==> src/rtl/sync_pool_readout.sv <==
// ---------------------------------------------------------------------------
// sync_pool_readout
//
// Read side of the triple-buffered pooled-graph memory that the sync max-pool
// stage fills. Each time the writer moves on to a new buffer, the buffer it
// just finished is scanned linearly from address 0 to OUT_GRAPH_SIZE^2-1.
// Every word is cleared in the same READ_FIRST access. Words whose edge bit 4
// is set are pushed through a small FIFO onto a valid/ready stream that feeds
// the next graph-conv layer.
//
// Ports
//   clk, reset        clock; synchronous active-high reset
//   wr_mem_ptr_i      buffer currently owned by the writer (0..2)
//   read_i            memory read data, READ_LATENCY cycles after ena_o
//   addr_o            memory address
//   ena_o, wea_o      memory enable / write enable (clear on every access)
//   write_o           memory write data, always zero
//   rd_mem_ptr_o      buffer being scanned
//   out_valid_o       stream handshake valid
//   out_ready_i       stream handshake ready
//   out_addr_o        node address of the emitted word
//   out_edges_o       edge bits of the emitted word
//   out_features_o    features of the emitted word (two's complement, [f])
//   busy_o            scan or drain in progress
//   frame_done_o      one-cycle pulse once a buffer is scanned and drained
//   overrun_o         one-cycle pulse when a pointer advance is dropped
// ---------------------------------------------------------------------------
module sync_pool_readout #(
    parameter int OUT_GRAPH_SIZE = 16,
    parameter int PRECISION      = 16,
    parameter int INPUT_DIM      = 32,
    parameter int ADDR_WIDTH     = $clog2(OUT_GRAPH_SIZE * OUT_GRAPH_SIZE),
    parameter int DATA_WIDTH     = INPUT_DIM * PRECISION + 18,
    parameter int READ_LATENCY   = 2,
    parameter int FIFO_DEPTH     = 4
) (
    input  logic                                 clk,
    input  logic                                 reset,
    input  logic [1:0]                           wr_mem_ptr_i,
    input  logic [DATA_WIDTH-1:0]                read_i,
    output logic [ADDR_WIDTH-1:0]                addr_o,
    output logic                                 ena_o,
    output logic                                 wea_o,
    output logic [DATA_WIDTH-1:0]                write_o,
    output logic [1:0]                           rd_mem_ptr_o,
    output logic                                 out_valid_o,
    input  logic                                 out_ready_i,
    output logic [ADDR_WIDTH-1:0]                out_addr_o,
    output logic [17:0]                          out_edges_o,
    output logic [INPUT_DIM-1:0][PRECISION-1:0] out_features_o,
    output logic                                 busy_o,
    output logic                                 frame_done_o,
    output logic                                 overrun_o
);

    localparam int NODES = OUT_GRAPH_SIZE * OUT_GRAPH_SIZE;
    localparam logic [ADDR_WIDTH-1:0] LAST_ADDR = ADDR_WIDTH'(NODES - 1);
    localparam int CNT_W = $clog2(FIFO_DEPTH + READ_LATENCY + 2) + 1;
    localparam int PTR_W = (FIFO_DEPTH > 1) ? $clog2(FIFO_DEPTH) : 1;
    localparam logic [CNT_W-1:0] DEPTH_C = CNT_W'(FIFO_DEPTH);
    localparam logic [PTR_W-1:0] PTR_LAST = PTR_W'(FIFO_DEPTH - 1);

    typedef enum logic [1:0] {
        IDLE,
        SCAN,
        DRAIN
    } state_t;

    state_t                  state_q, state_d;
    logic [1:0]              ptr_q;
    logic [1:0]              rdPtr_q, rdPtr_d;
    logic [ADDR_WIDTH-1:0]   scanAddr_q, scanAddr_d;
    logic                    pending_q, pending_d;
    logic [1:0]              pendTarget_q, pendTarget_d;
    logic [CNT_W-1:0]        inflight_q, inflight_d;
    logic [READ_LATENCY-1:0] tagValid_q;
    logic [ADDR_WIDTH-1:0]   tagAddr_q [READ_LATENCY];
    logic                    stageValid_q;
    logic [ADDR_WIDTH-1:0]   stageAddr_q;
    logic [DATA_WIDTH-1:0]   stageData_q;
    logic [ADDR_WIDTH-1:0]   fifoAddr_q [FIFO_DEPTH];
    logic [DATA_WIDTH-1:0]   fifoData_q [FIFO_DEPTH];
    logic [PTR_W-1:0]        fifoWp_q, fifoRp_q;
    logic [CNT_W-1:0]        fifoCnt_q;

    logic                    trigger;
    logic                    issue;
    logic                    ret;
    logic                    push;
    logic                    pop;
    logic                    drained;
    logic                    startTrig;
    logic                    startPend;
    logic                    frameDone;
    logic                    overrun;
    logic [CNT_W-1:0]        occupancy;
    logic [ADDR_WIDTH-1:0]   headAddr;
    logic [DATA_WIDTH-1:0]   headData;

    // A pointer advance is seen by comparing against the value registered
    // last cycle; the buffer to scan is the one the writer just left.
    assign trigger = (wr_mem_ptr_i != ptr_q);

    // Credits cover words already in the FIFO, reads still in the memory
    // pipeline and the one-word return stage, so the FIFO can never overflow.
    assign occupancy = fifoCnt_q + inflight_q + CNT_W'(stageValid_q);
    assign issue     = (state_q == SCAN) && (occupancy < DEPTH_C);
    assign ret       = tagValid_q[READ_LATENCY-1];
    assign push      = stageValid_q;
    assign pop       = out_valid_o && out_ready_i;
    assign drained   = (inflight_q == '0) && !stageValid_q && (fifoCnt_q == '0);

    // Next-state logic: scan sequencing plus the single-entry pending queue
    // that remembers one pointer advance arriving while a scan is running.
    always_comb begin
        state_d      = state_q;
        rdPtr_d      = rdPtr_q;
        scanAddr_d   = scanAddr_q;
        pending_d    = pending_q;
        pendTarget_d = pendTarget_q;
        frameDone    = 1'b0;
        overrun      = 1'b0;
        startTrig    = 1'b0;
        startPend    = 1'b0;

        case (state_q)
            IDLE: begin
                // An older queued advance goes first so buffer order is kept.
                if (pending_q) begin
                    startPend = 1'b1;
                end else if (trigger) begin
                    startTrig = 1'b1;
                end
            end
            SCAN: begin
                if (issue) begin
                    if (scanAddr_q == LAST_ADDR) begin
                        state_d = DRAIN;
                    end else begin
                        scanAddr_d = scanAddr_q + ADDR_WIDTH'(1);
                    end
                end
            end
            DRAIN: begin
                if (drained) begin
                    frameDone = 1'b1;
                    if (pending_q) begin
                        startPend = 1'b1;
                    end else begin
                        state_d = IDLE;
                    end
                end
            end
            default: state_d = IDLE;
        endcase

        if (startPend) begin
            state_d    = SCAN;
            rdPtr_d    = pendTarget_q;
            scanAddr_d = '0;
            pending_d  = 1'b0;
        end
        if (startTrig) begin
            state_d    = SCAN;
            rdPtr_d    = ptr_q;
            scanAddr_d = '0;
        end

        // A queue slot freed this very cycle may be reused immediately.
        if (trigger && !startTrig) begin
            if (pending_q && !startPend) begin
                overrun = 1'b1;
            end else begin
                pending_d    = 1'b1;
                pendTarget_d = ptr_q;
            end
        end
    end

    assign inflight_d = inflight_q + CNT_W'(issue) - CNT_W'(ret);

    // Control state. The writer pointer is sampled during reset too, so the
    // first cycle after reset never sees a spurious advance.
    always_ff @(posedge clk) begin
        if (reset) begin
            state_q      <= IDLE;
            ptr_q        <= wr_mem_ptr_i;
            rdPtr_q      <= '0;
            scanAddr_q   <= '0;
            pending_q    <= 1'b0;
            pendTarget_q <= '0;
            inflight_q   <= '0;
            tagValid_q   <= '0;
            stageValid_q <= 1'b0;
            fifoWp_q     <= '0;
            fifoRp_q     <= '0;
            fifoCnt_q    <= '0;
        end else begin
            state_q      <= state_d;
            ptr_q        <= wr_mem_ptr_i;
            rdPtr_q      <= rdPtr_d;
            scanAddr_q   <= scanAddr_d;
            pending_q    <= pending_d;
            pendTarget_q <= pendTarget_d;
            inflight_q   <= inflight_d;
            tagValid_q[0] <= issue;
            for (int i = 1; i < READ_LATENCY; i++) begin
                tagValid_q[i] <= tagValid_q[i-1];
            end
            // Empty words are cleared in memory but never enter the stream.
            stageValid_q <= ret && read_i[4];
            if (push) begin
                fifoWp_q <= (fifoWp_q == PTR_LAST) ? '0 : fifoWp_q + PTR_W'(1);
            end
            if (pop) begin
                fifoRp_q <= (fifoRp_q == PTR_LAST) ? '0 : fifoRp_q + PTR_W'(1);
            end
            fifoCnt_q <= fifoCnt_q + CNT_W'(push) - CNT_W'(pop);
        end
    end

    // Datapath registers carry no reset; their valid flags above gate them.
    always_ff @(posedge clk) begin
        tagAddr_q[0] <= scanAddr_q;
        for (int i = 1; i < READ_LATENCY; i++) begin
            tagAddr_q[i] <= tagAddr_q[i-1];
        end
        if (ret) begin
            stageAddr_q <= tagAddr_q[READ_LATENCY-1];
            stageData_q <= read_i;
        end
        if (push) begin
            fifoAddr_q[fifoWp_q] <= stageAddr_q;
            fifoData_q[fifoWp_q] <= stageData_q;
        end
    end

    // Stream outputs are forced to zero when nothing is valid so the
    // uninitialised FIFO storage never leaks out after reset.
    assign headAddr       = out_valid_o ? fifoAddr_q[fifoRp_q] : '0;
    assign headData       = out_valid_o ? fifoData_q[fifoRp_q] : '0;
    assign out_valid_o    = (fifoCnt_q != '0);
    assign out_addr_o     = headAddr;
    assign out_edges_o    = headData[17:0];
    assign out_features_o = headData[DATA_WIDTH-1:18];

    assign addr_o       = scanAddr_q;
    assign ena_o        = issue;
    assign wea_o        = issue;
    assign write_o      = '0;
    assign rd_mem_ptr_o = rdPtr_q;
    assign busy_o       = (state_q != IDLE);
    assign frame_done_o = frameDone;
    assign overrun_o    = overrun;

endmodule

==> config.mk <==
export PLATFORM = sky130hd
export DESIGN_NAME = sync_pool_readout
export DESIGN_NICKNAME = d
export VERILOG_FILES = /design/src/rtl/sync_pool_readout.sv
export SDC_FILE = /design/constraint.sdc
export NUM_CORES = 2
export LEC_CHECK = 0
export ABC_AREA = 1
export CAP_MARGIN = 15
export CORE_AREA = 2 2 626 628
export DETAILED_ROUTE_END_ITERATION = 12
export DIE_AREA = 0 0 628 630
export GPL_TIMING_DRIVEN = 0
export HOLD_SLACK_MARGIN = 0.02
export MAX_ROUTING_LAYER = met4
export PLACE_DENSITY = 0.56
export RECOVER_POWER = 100
export SLEW_MARGIN = 0
export SYNTH_ARGS = -nofsm -noshare
export SYNTH_HDL_FRONTEND = slang
export SYNTH_SLANG_ARGS = --single-unit
==> constraint.sdc <==
create_clock -name clk -period 15.5 [get_ports clk]
set_input_delay 2.325 -clock clk [delete_from_list [all_inputs] [get_ports clk]]
set_output_delay 2.325 -clock clk [all_outputs]
set_load 0.03 [all_outputs]
==> results.json <==
{
  "cp_max_fo": 93,
  "core_mm2": 0.388,
  "slowest_delay_ps": 4420,
  "first_pass_iters": 6,
  "wl_per_cell_um": 22.4,
  "synth_top_area_share_pct": 76.8,
  "outcome": "finished, violations left",
  "clock-sinks": 2740,
  "clockBufferDepth": 4,
  "die_w_um": 628,
  "cellLeakagePower_nw": 47.3,
  "cts_tree": "done",
  "startpoint_type": "register",
  "power_density_mw_per_mm2": 183,
  "crit_path_top_delay_cell": "clkbuf_1",
  "period_share_pct": 67.7,
  "synth_cell_type_count": 33,
  "synth_top_area_cell": "edfxtp_1",
  "rsz0062_at_grt": "no",
  "cap_violations": 28,
  "cts_made_buffers": 304,
  "seq_area_frac_synth_pct": 77.8,
  "root_buffer": "clkbuf_16",
  "cts.clk_slew.worst_paths_ps": 60,
  "slew_violations": 1764,
  "clk_latency_ps": 920,
  "path_cells": "inv_1, ha_1, nand2_1, clkinvlp_2, clkbuf_1, clkbuf_1",
  "drive_above_1_share_pct": 12.2,
  "cts_hold_buf": 0,
  "finalSetupTns_ps": 0,
  "area_delta_synth_final_pct": 28.6,
  "wl_mm": 341,
  "violations": "capacitance limit, slew limit",
  "syn_avg_cell_area_um2": 13.7,
  "synth_area_mm2": 0.105,
  "synth.area.top_cells": "edfxtp_1 (77%), nor2_1 (7.8%), o21ai_0 (4.4%), buf_4 (4.3%), a21oi_1 (2.7%)",
  "ant_nets": 0,
  "post_cts_resized": 0,
  "syn_inst": 7685,
  "grt.overflow.total": 0,
  "drc": 0,
  "pin_count": 1619,
  "synth_edf_count": 2690,
  "gp_congestion": 0.816,
  "tightest_slew_ps": 7270,
  "synth_warnings": 0,
  "critical_path.top_delay_family": "buffers and inverters",
  "post_cts_buffers": 0,
  "grt_pass1_vias": 61600,
  "hp-class": "reg2reg",
  "fin_crit_ps": 10490,
  "crit_buf_inv": 4,
  "max_freq_mhz": 95.3,
  "fin_worst_skew_ps": 61.7,
  "critical_path_arrival_ps": 10810,
  "io_buffers": 1088,
  "irDropWorstVdd_mv": 0.125,
  "grt_usage_pct": 16.9,
  "die_y_um": 630,
  "via_per_inst": 4.29,
  "hold_viol_final": 0,
  "grt_max_degree": 97,
  "vias": 65300,
  "grt_pass1_wl_mm": 468,
  "ys_seq_elements": 2740,
  "final_core_util_pct": 34.8,
  "critPathRequiredTime_ps": 15820,
  "antenna_found_initial": 195,
  "nets": 10200,
  "setup-violations-final": 0,
  "synth_ff_type": "edfxtp_1",
  "worstSetupPathType": "reg2reg",
  "die-area_mm2": 0.396,
  "initial_core_util_pct": 27.1,
  "fp-row-count": 229,
  "relSlewSlack_pct": -385,
  "drt_iter0_markers": 5416,
  "path_common_cell": "clkbuf_1",
  "synth_most_common_cell": "edfxtp_1",
  "place_hpwl_mm": 231,
  "synthTopCellsByCount": "edfxtp_1 (2690), nor2_1 (2181), o21ai_0 (929), buf_4 (600), a21oi_1 (557)",
  "synthArstFlopShare_pct": 0,
  "end_kind": "register",
  "htree_levels": 5
}
## sequential cells by signal, summed over array words and instances, names as in the netlist, named ones only
signal        cells
tagAddr_q        16
inflight_q        4
rd_mem_ptr_o      2
state_q           2
fifoCnt_q         4
push              1
addr_o            8
ptr_q             2
stageAddr_q       8
tagValid_q        2
fifoRp_q          2
fifoAddr_q       32
stageData_q     530
fifoData_q     2120
fifoWp_q          2
pending_q         1
pendTarget_q      2
## power by group
part	internal, W	switching (W)
logic	0.00251	0.00651
clock network	0.00414	0.00300
registers	0.00846	0.000152
## cell type report
| cell class | count | area [um2] |
|---|---|---|
| diodes | 128 | 320 |
| plain buffers | 951 | 6020 |
| clock buffers | 360 | 7940 |
| clock inverters | 191 | 1940 |
| fillers | 37500 | 253000 |
| inverters | 49 | 190 |
| multi-input cells | 4474 | 19100 |
| flip-flops and latches | 2740 | 81800 |
| well taps | 5197 | 6500 |
| repair buffers | 1126 | 11400 |
## through the flow
stage	area, um2	hold WS [ps]	setup WS, ps	cells	total power, W
after floorplan	107000	310	753	8214	0.0137
after global placement	125000	312	-12860	14500	0.0186
after detailed placement	126000	312	8800	14500	0.0184
after CTS	135000	327	7810	15100	0.0256
after global routing	135000	334	4040	15200	0.0258
final	135000	326	5010	15200	0.0248
## cells in the final DEF, fill, tap and decap left out, types with 4 or more instances in the layout
cell type	count
a21oi_1	557
buf_1	23
buf_16	13
buf_2	106
buf_4	600
buf_6	4
bufinv_16	27
clkbuf_1	260
clkbuf_16	308
clkbuf_2	28
clkbuf_8	4
clkdlybuf4s50_1	18
clkinv_1	66
clkinv_16	6
clkinv_2	56
clkinv_4	5
clkinv_8	8
clkinvlp_2	4
clkinvlp_4	11
conb_1	530
dfxtp_1	50
diode_2	128
dlygate4sd3_1	1070
edfxtp_1	2690
ha_1	19
inv_1	40
inv_16	4
inv_6	8
nand2_1	62
nand3_1	13
nand4_1	8
nor2_1	2182
o21ai_0	929
o21ai_1	156
xor2_1	4
## cells by family (layout without fill, tap and decap cells)
group / Yosys count / after routing / share of synthesized area (%)
XOR/XNOR: 7 / 7 / 0.0583
AND/OR/NAND/NOR: 2270 / 2270 / 8.16
flip-flops: 2740 / 2740 / 77.8
adder cells (fa/ha/maj): 21 / 21 / 0.264
AO/OA/AOI/OAI: 1646 / 1646 / 7.84
buffers and inverters: 1000 / 2677 / 5.92
other: 1 / 658 / 0.00357
## metal layers
layer  GRT usage, %  vias up  part of all wire (%)
li1               -    30400                     -
met1           19.6    31600                    39
met2           28.2     2611                    50
met3           3.74      673                   7.2
met4           7.20        0                   4.4
met5              -        -                     0
## path summary, 6_finish.rpt
path,from,end,slack (ps),cells after the start
setup / recovery,fifoWp_q[0],fifoData_q[2][163],5010,6
hold / removal,tagAddr_q[0][2],tagAddr_q[1][2],330,0
setup reg to reg,fifoWp_q[0],fifoData_q[2][163],5010,6
hold reg to reg,tagAddr_q[0][2],tagAddr_q[1][2],330,0
No activity file was read; power rests on OpenSTA's default activity.
